===== src/rtl/circuito_decodificador_sequencial.sv =====
// Decodes a 3-bit code into one of seven one-hot lines, held for HOLD cycles, then a DONE pulse.
// Latency: one cycle from the sampling edge of V to the one-hot line.
// Backpressure: none; V is only sampled in IDLE and is ignored while BUSY.
module circuito_decodificador_sequencial #(
  parameter int HOLD = 4
) (
  input  logic       clk,
  input  logic       reset,
  input  logic       F1,
  input  logic       F2,
  input  logic       F3,
  input  logic       V,
  output logic       A,
  output logic       B,
  output logic       C,
  output logic       D,
  output logic       E,
  output logic       F,
  output logic       G,
  output logic       BUSY,
  output logic       DONE,
  output logic       ERR,
  output logic [7:0] CNT
);

  localparam logic [1:0] ST_IDLE = 2'b00;
  localparam logic [1:0] ST_HOLD = 2'b01;
  localparam logic [1:0] ST_DONE = 2'b10;

  localparam logic [3:0] HOLD_M1 = 4'(HOLD - 1);

  logic [1:0] state_q;
  logic [3:0] hold_cnt_q;
  logic [6:0] onehot_q;
  logic       err_q;
  logic [7:0] cnt_q;
  logic [2:0] code;
  logic       accept;
  logic       reject;

  assign code   = {F1, F2, F3};
  assign accept = (state_q == ST_IDLE) && V && (code != 3'b000);
  assign reject = (state_q == ST_IDLE) && V && (code == 3'b000);

  always_ff @(posedge clk) begin
    if (reset) begin
      state_q    <= ST_IDLE;
      hold_cnt_q <= 4'd0;
      onehot_q   <= 7'd0;
      err_q      <= 1'b0;
      cnt_q      <= 8'd0;
    end else begin
      err_q <= reject;
      case (state_q)
        ST_IDLE: begin
          if (accept) begin
            state_q    <= ST_HOLD;
            hold_cnt_q <= HOLD_M1;
            onehot_q   <= 7'b0000001 << (code - 3'd1);
            cnt_q      <= cnt_q + 8'd1;
          end
        end
        ST_HOLD: begin
          // Counter value 0 marks the last held cycle.
          if (hold_cnt_q == 4'd0) begin
            state_q  <= ST_DONE;
            onehot_q <= 7'd0;
          end else begin
            hold_cnt_q <= hold_cnt_q - 4'd1;
          end
        end
        ST_DONE: begin
          state_q <= ST_IDLE;
        end
        default: begin
          state_q    <= ST_IDLE;
          hold_cnt_q <= 4'd0;
          onehot_q   <= 7'd0;
        end
      endcase
    end
  end

  assign {G, F, E, D, C, B, A} = onehot_q;
  assign BUSY = (state_q == ST_HOLD) || (state_q == ST_DONE);
  assign DONE = (state_q == ST_DONE);
  assign ERR  = err_q;
  assign CNT  = cnt_q;

endmodule


===== config.mk =====
export PLATFORM = sky130hd
export DESIGN_NAME = circuito_decodificador_sequencial
export DESIGN_NICKNAME = d
export VERILOG_FILES = /design/src/rtl/circuito_decodificador_sequencial.sv
export SDC_FILE = /design/constraint.sdc
export NUM_CORES = 1
export LEC_CHECK = 0
export BUFFER_PORTS_ARGS = -buffer_cell sky130_fd_sc_hd__buf_2
export CAP_MARGIN = 10
export CORE_MARGIN = 2
export CORE_UTILIZATION = 54
export DETAILED_ROUTE_END_ITERATION = 10
export PLACE_DENSITY = 0.79
export REMOVE_ABC_BUFFERS = 1
export SYNTH_ARGS = -nofsm -noshare
export SYNTH_HDL_FRONTEND = slang
export SYNTH_SLANG_ARGS = --single-unit

===== constraint.sdc =====
create_clock -name clk -period 2.18 [get_ports clk]
set_clock_uncertainty 0.15 [all_clocks]
set_input_delay 0 -clock clk [delete_from_list [all_inputs] [get_ports clk]]
set_output_delay 0 -clock clk [all_outputs]
set_load 0.03 [all_outputs]

; Word level (Yosys, flattened, before mapping)
; Cells that the tools add are included.
[word_totals]
n_memories = 0
latch_bits = 0
in_bits = 6
mem_bits_ro = 0
ff_bits = 22
out_inout_bits = 18
mem_bits_rw = 0
[op_classes]
order_cmp = 0
div_mod_pow = 0
eq_ne = 5
shift = 1
n_addsub = 3
reduce_logical = 12
muxes = 9
bitwise = 1
mul = 0
[op_table]
columns = operator, n
row1 = $pmux 7 s3, 1
row2 = $mux 7, 2
row3 = $pmux 4 s3, 1
row4 = $add 8x1->8 const B, 1
row5 = $mux 4, 2
row6 = $shl 1x3->7 const A, 1
row7 = $ne 2x2->1 const B, 3
row8 = $reduce_and 3->1, 2
row9 = $logic_not 4->1, 1
row10 = $mux 2, 2
row11 = $pmux 2 s2, 1
row12 = $reduce_and 2->1, 2
row13 = $sub 4x1->4 const B, 1
row14 = $logic_and 1x1->1, 3
row15 = $logic_not 3->1, 1
row16 = $reduce_bool 3->1, 1
row17 = $sub 3x1->3 const B, 1
row18 = $eq 2x1->1 const B, 1
row19 = $eq 2x2->1 const B, 1
row20 = $logic_not 2->1, 1
row21 = $logic_or 1x1->1, 1
row22 = $not 1->1, 1

; Depth between registers and ports, before layout
[depth]
ltp_word = 5
ltp_mapped = 7
ltp_nobuf = 5

; Worst setup path after synthesis
; OpenSTA, ideal clock, no wires.
[synth_timing]
path_kind = register to register
startpoint = register hold_cnt_q[0]
endpoint = register onehot_q[0]
setup_slack_ns = 0.359
path_stages_with_launch = 6
arrival_time_ns = 1.600
synth_period_minus_slack_ns = 1.821
setup_ns = 0.072
required_time_ns = 1.958
cell_sequence = dfxtp_1 -> inv_1 -> ha_1 -> or3b_4 -> a221oi_4 -> mux2i_1
[synth_via]
elab_chain_len = 3
[synth_lines]
columns = element, line
row1 = "start, declared", 33  ; logic [3:0] hold_cnt_q;
row2 = "start signal, assigned", 69  ; hold_cnt_q <= hold_cnt_q - 4'd1;
row3 = $logic_not 4->1, 65  ; if (hold_cnt_q == 4'd0) begin
row4 = $ne 2x2->1 (no line), --
row5 = $reduce_and 3->1 (no line), --
row6 = "end signal, assigned", 59  ; onehot_q <= 7'b0000001 << (code - 3'd1);
row7 = "end, declared", 34  ; logic [6:0] onehot_q;
; Every way passes these cells.
; A chain may end at the register's enable or synchronous reset.

; Final worst setup path
[layout_timing]
startpoint = register hold_cnt_q[0]
endpoint = register onehot_q[5]
; Same word-level chain as after synthesis.

==> flow_summary.yaml <==
run_status:
  status: "finished clean"
sta:
  tightest_slew_ns: 0.610
  fmax_mhz: 500
  setup_violations: 0
  slew_headroom_pct: 59.3
  hold_violations: 0
  grt_setup_unrepaired: "no"
  finalCriticalPeriod_ns: 2.00
  finalCritPeriodShare_pct: 91.8
  final_max_slew_viol_count: 0
  finalSetupTns_ns: 0
power_and_ir_drop:
  power.total_mw: 1.71
  power.density_nw_per_um2: 1150
  leakage_nw: 0.606
  ir_drop_mv: 0.947
die:
  core_um2: 2210
  rows: 17
  start_util_pct: 57.1
  die_height_um: 52.4
  die_w_um: 52.4
  dieArea_um2: 2740
  boundaryPins: 24
drt:
  drtAntennaViolNets: 0
  vias: 1094
  drt_first_pass_iters: 4
  routed_via_density: 5.88
  totalWireLength_mm: 2.61
  drcViolationCount: 0
  wl_per_cell_um: 14.0
  drtIter0Drc: 34
synth:
  synth_flop_cell: "dfxtp_1"
  async_reset_ff_share_pct: 0
  ys_top_cells_by_area: "dfxtp_1 (35%), ha_1 (6.9%), mux2i_1 (6.3%), nand2b_1 (3.5%), nand3_1 (3.2%)"
  synth_top_area_share_pct: 34.9
  ys_seq_area_share_pct: 34.9
  netlist_area_um2: 1260
  synth.largest_area_cell: "dfxtp_1"
  ys_types: 42
  synth_seq_cells: 22
  synth_cells: 131
  yosys_warnings: 0
  syn_area_per_cell_um2: 9.64
  synth_edf_count: 0
final_layout:
  diodes: 0
  area_growth_pct: 17.5
  layout.nets: 172
  drive_gt1_share_pct: 23.4
  final_core_utilization_pct: 67.1
  num-fill-cells: 199
  design_area_um2: 1480
worst_setup_path:
  cp-start-kind: "flop"
  endpoint_kind: "flop"
  crit_type: "flop to flop"
  worstPathCellList: "inv_1 -> ha_1 -> or3b_4 -> a221oi_4 -> mux2i_1"
  crit_path_top_delay_cell: "a221oi_4"
  worst-path-max-fanout: 7
  arrival_ns: 2.10
  cpPeakStageDelay_ns: 0.49
  cp.required_ns: 2.28
global_routing:
  gr-total-overflow: 0
  grtUsageTotal_pct: 21.9
  grt_max_degree: 30
  grt_pass1_vias: 974
  grt_pass1_wl_mm: 4.45
  antenna_found_initial: 0
clock_network:
  cts_tree: "done"
  clk_path_buf_depth: 2
  path_clk_slew_ns: 0.13
  ctsRootBufferMaster: "clkbuf_4"
  cts_buffers: 3
  cts.sinks: 22
  clk_latency_ns: 0.31
  cts_setup_buffers: 0
  cts_max_level: 1
hold_path:
  min_path_type: "flop to flop"
place:
  hpwl_mm: 1.83
  placedInstanceArea_um2: 1370
  gp_congestion: 0.856
  portBuffers: 23
run:
  cap_violations: 0
## kinds of logic after synthesis
logic type | count (synthesis) | synth area share, %
AOI/OAI and AO/OA | 29 | 21.6
xor gates and xnor gates | 1 | 0.694
and+or+nand+nor | 47 | 21.8
DFF | 22 | 34.9
adders and majority gates | 7 | 6.94
muxes | 9 | 7.24
buffers and inverters | 16 | 6.84
## power by group
group          internal [mW]  switching (mW)  total (mW)
logic                  0.356           0.533       0.890
registers              0.462          0.0405       0.502
clock network          0.186           0.128       0.314
## registers in the layout, summed over array words and instances, names as in the netlist
| name | flops |
|---|---|
| hold_cnt_q | 4 |
| CNT | 8 |
| onehot_q | 7 |
| state_q | 2 |
| ERR | 1 |
## synth_stat cells, drive strengths merged (4+ instances only)
library cell and n:
a21oi 6, buf 4, nor2 6, nand2b 7, nor2b 4, nand2 4, nand3 8, mux2i 8
clkbuf 4, inv 8, o31ai 4, ha 7, dfxtp 22, or3 4
## critical path: cells and delay by family, from the launching register on
| family | cells | cell delay (ns) |
|---|---|---|
| multiplexers | 1 | 0.24 |
| flip-flops | 1 | 0.33 |
| AO/OA/AOI/OAI | 1 | 0.49 |
| adder cells (fa/ha/maj) | 1 | 0.19 |
| AND/OR/NAND/NOR | 1 | 0.42 |
| buffers and inverters | 1 | 0.11 |
## metrics by stage
| step | setup WS (ns) | hold WS, ns | std cells |
|---|---|---|---|
| 2_1_floorplan | -0.0243 | -0.0809 | 123 |
| 6_report | 0.179 | 0.334 | 186 |
| 5_1_grt | 0.0217 | 0.355 | 186 |
| 4_1_cts | 0.169 | 0.332 | 186 |
| 3_3_place_gp | 0.261 | 0.168 | 176 |
| 3_5_place_dp | 0.173 | 0.173 | 176 |
## layer usage
metal	part of all wire, %	GRT usage, %
met1	46	30.2
met2	48	33.8
met3	4.6	4.00
met4	0.88	8.12
met5	0	0
## final timing paths
kind,to,depth (start not counted),start,slack [ns]
max reg2reg,onehot_q[5],5,hold_cnt_q[0],0.18
max,onehot_q[5],5,hold_cnt_q[0],0.18
min reg2reg,onehot_q[1],2,onehot_q[1],0.33
min,onehot_q[1],2,onehot_q[1],0.33
## layout make-up
cell class / instances / area [um2] / share of cell area, %
Inverter: 8 / 30.0 / 2.02
Timing Repair Buffer: 31 / 190 / 12.8
Clock inverter: 1 / 30.0 / 2.02
Tap cell: 28 / 35.0 / 2.36
Sequential cell: 22 / 440 / 29.7
Multi-Input combinational cell: 93 / 736 / 49.6
Clock buffer: 3 / 22.5 / 1.52
## cells in the final DEF (no fill, tap or decap), types with 2 or more instances in the layout
cell,Yosys,final
nor2b_1,4,4
a2111oi_0,2,2
o21ai_1,2,2
nor2_1,6,6
clkbuf_4,0,3
a21oi_1,6,6
o31ai_1,3,3
buf_2,2,23
buf_4,0,2
nand2_1,4,4
mux2i_1,8,8
dfxtp_1,22,22
nand4_1,3,3
inv_1,8,8
or3_1,4,4
o32ai_1,2,2
nand3_1,8,8
a221oi_1,2,2
a211oi_1,2,2
a211o_1,2,2
dlygate4sd3_1,0,6
ha_1,7,7
nand2b_1,7,7
or4_1,3,3
## repair_timing
action / CTS / global route
hold endpoints to repair: 14 / 0
hold buffers: 6 / 0
resized for setup: 0 / 0
No activity file was read; power rests on OpenSTA's default activity.
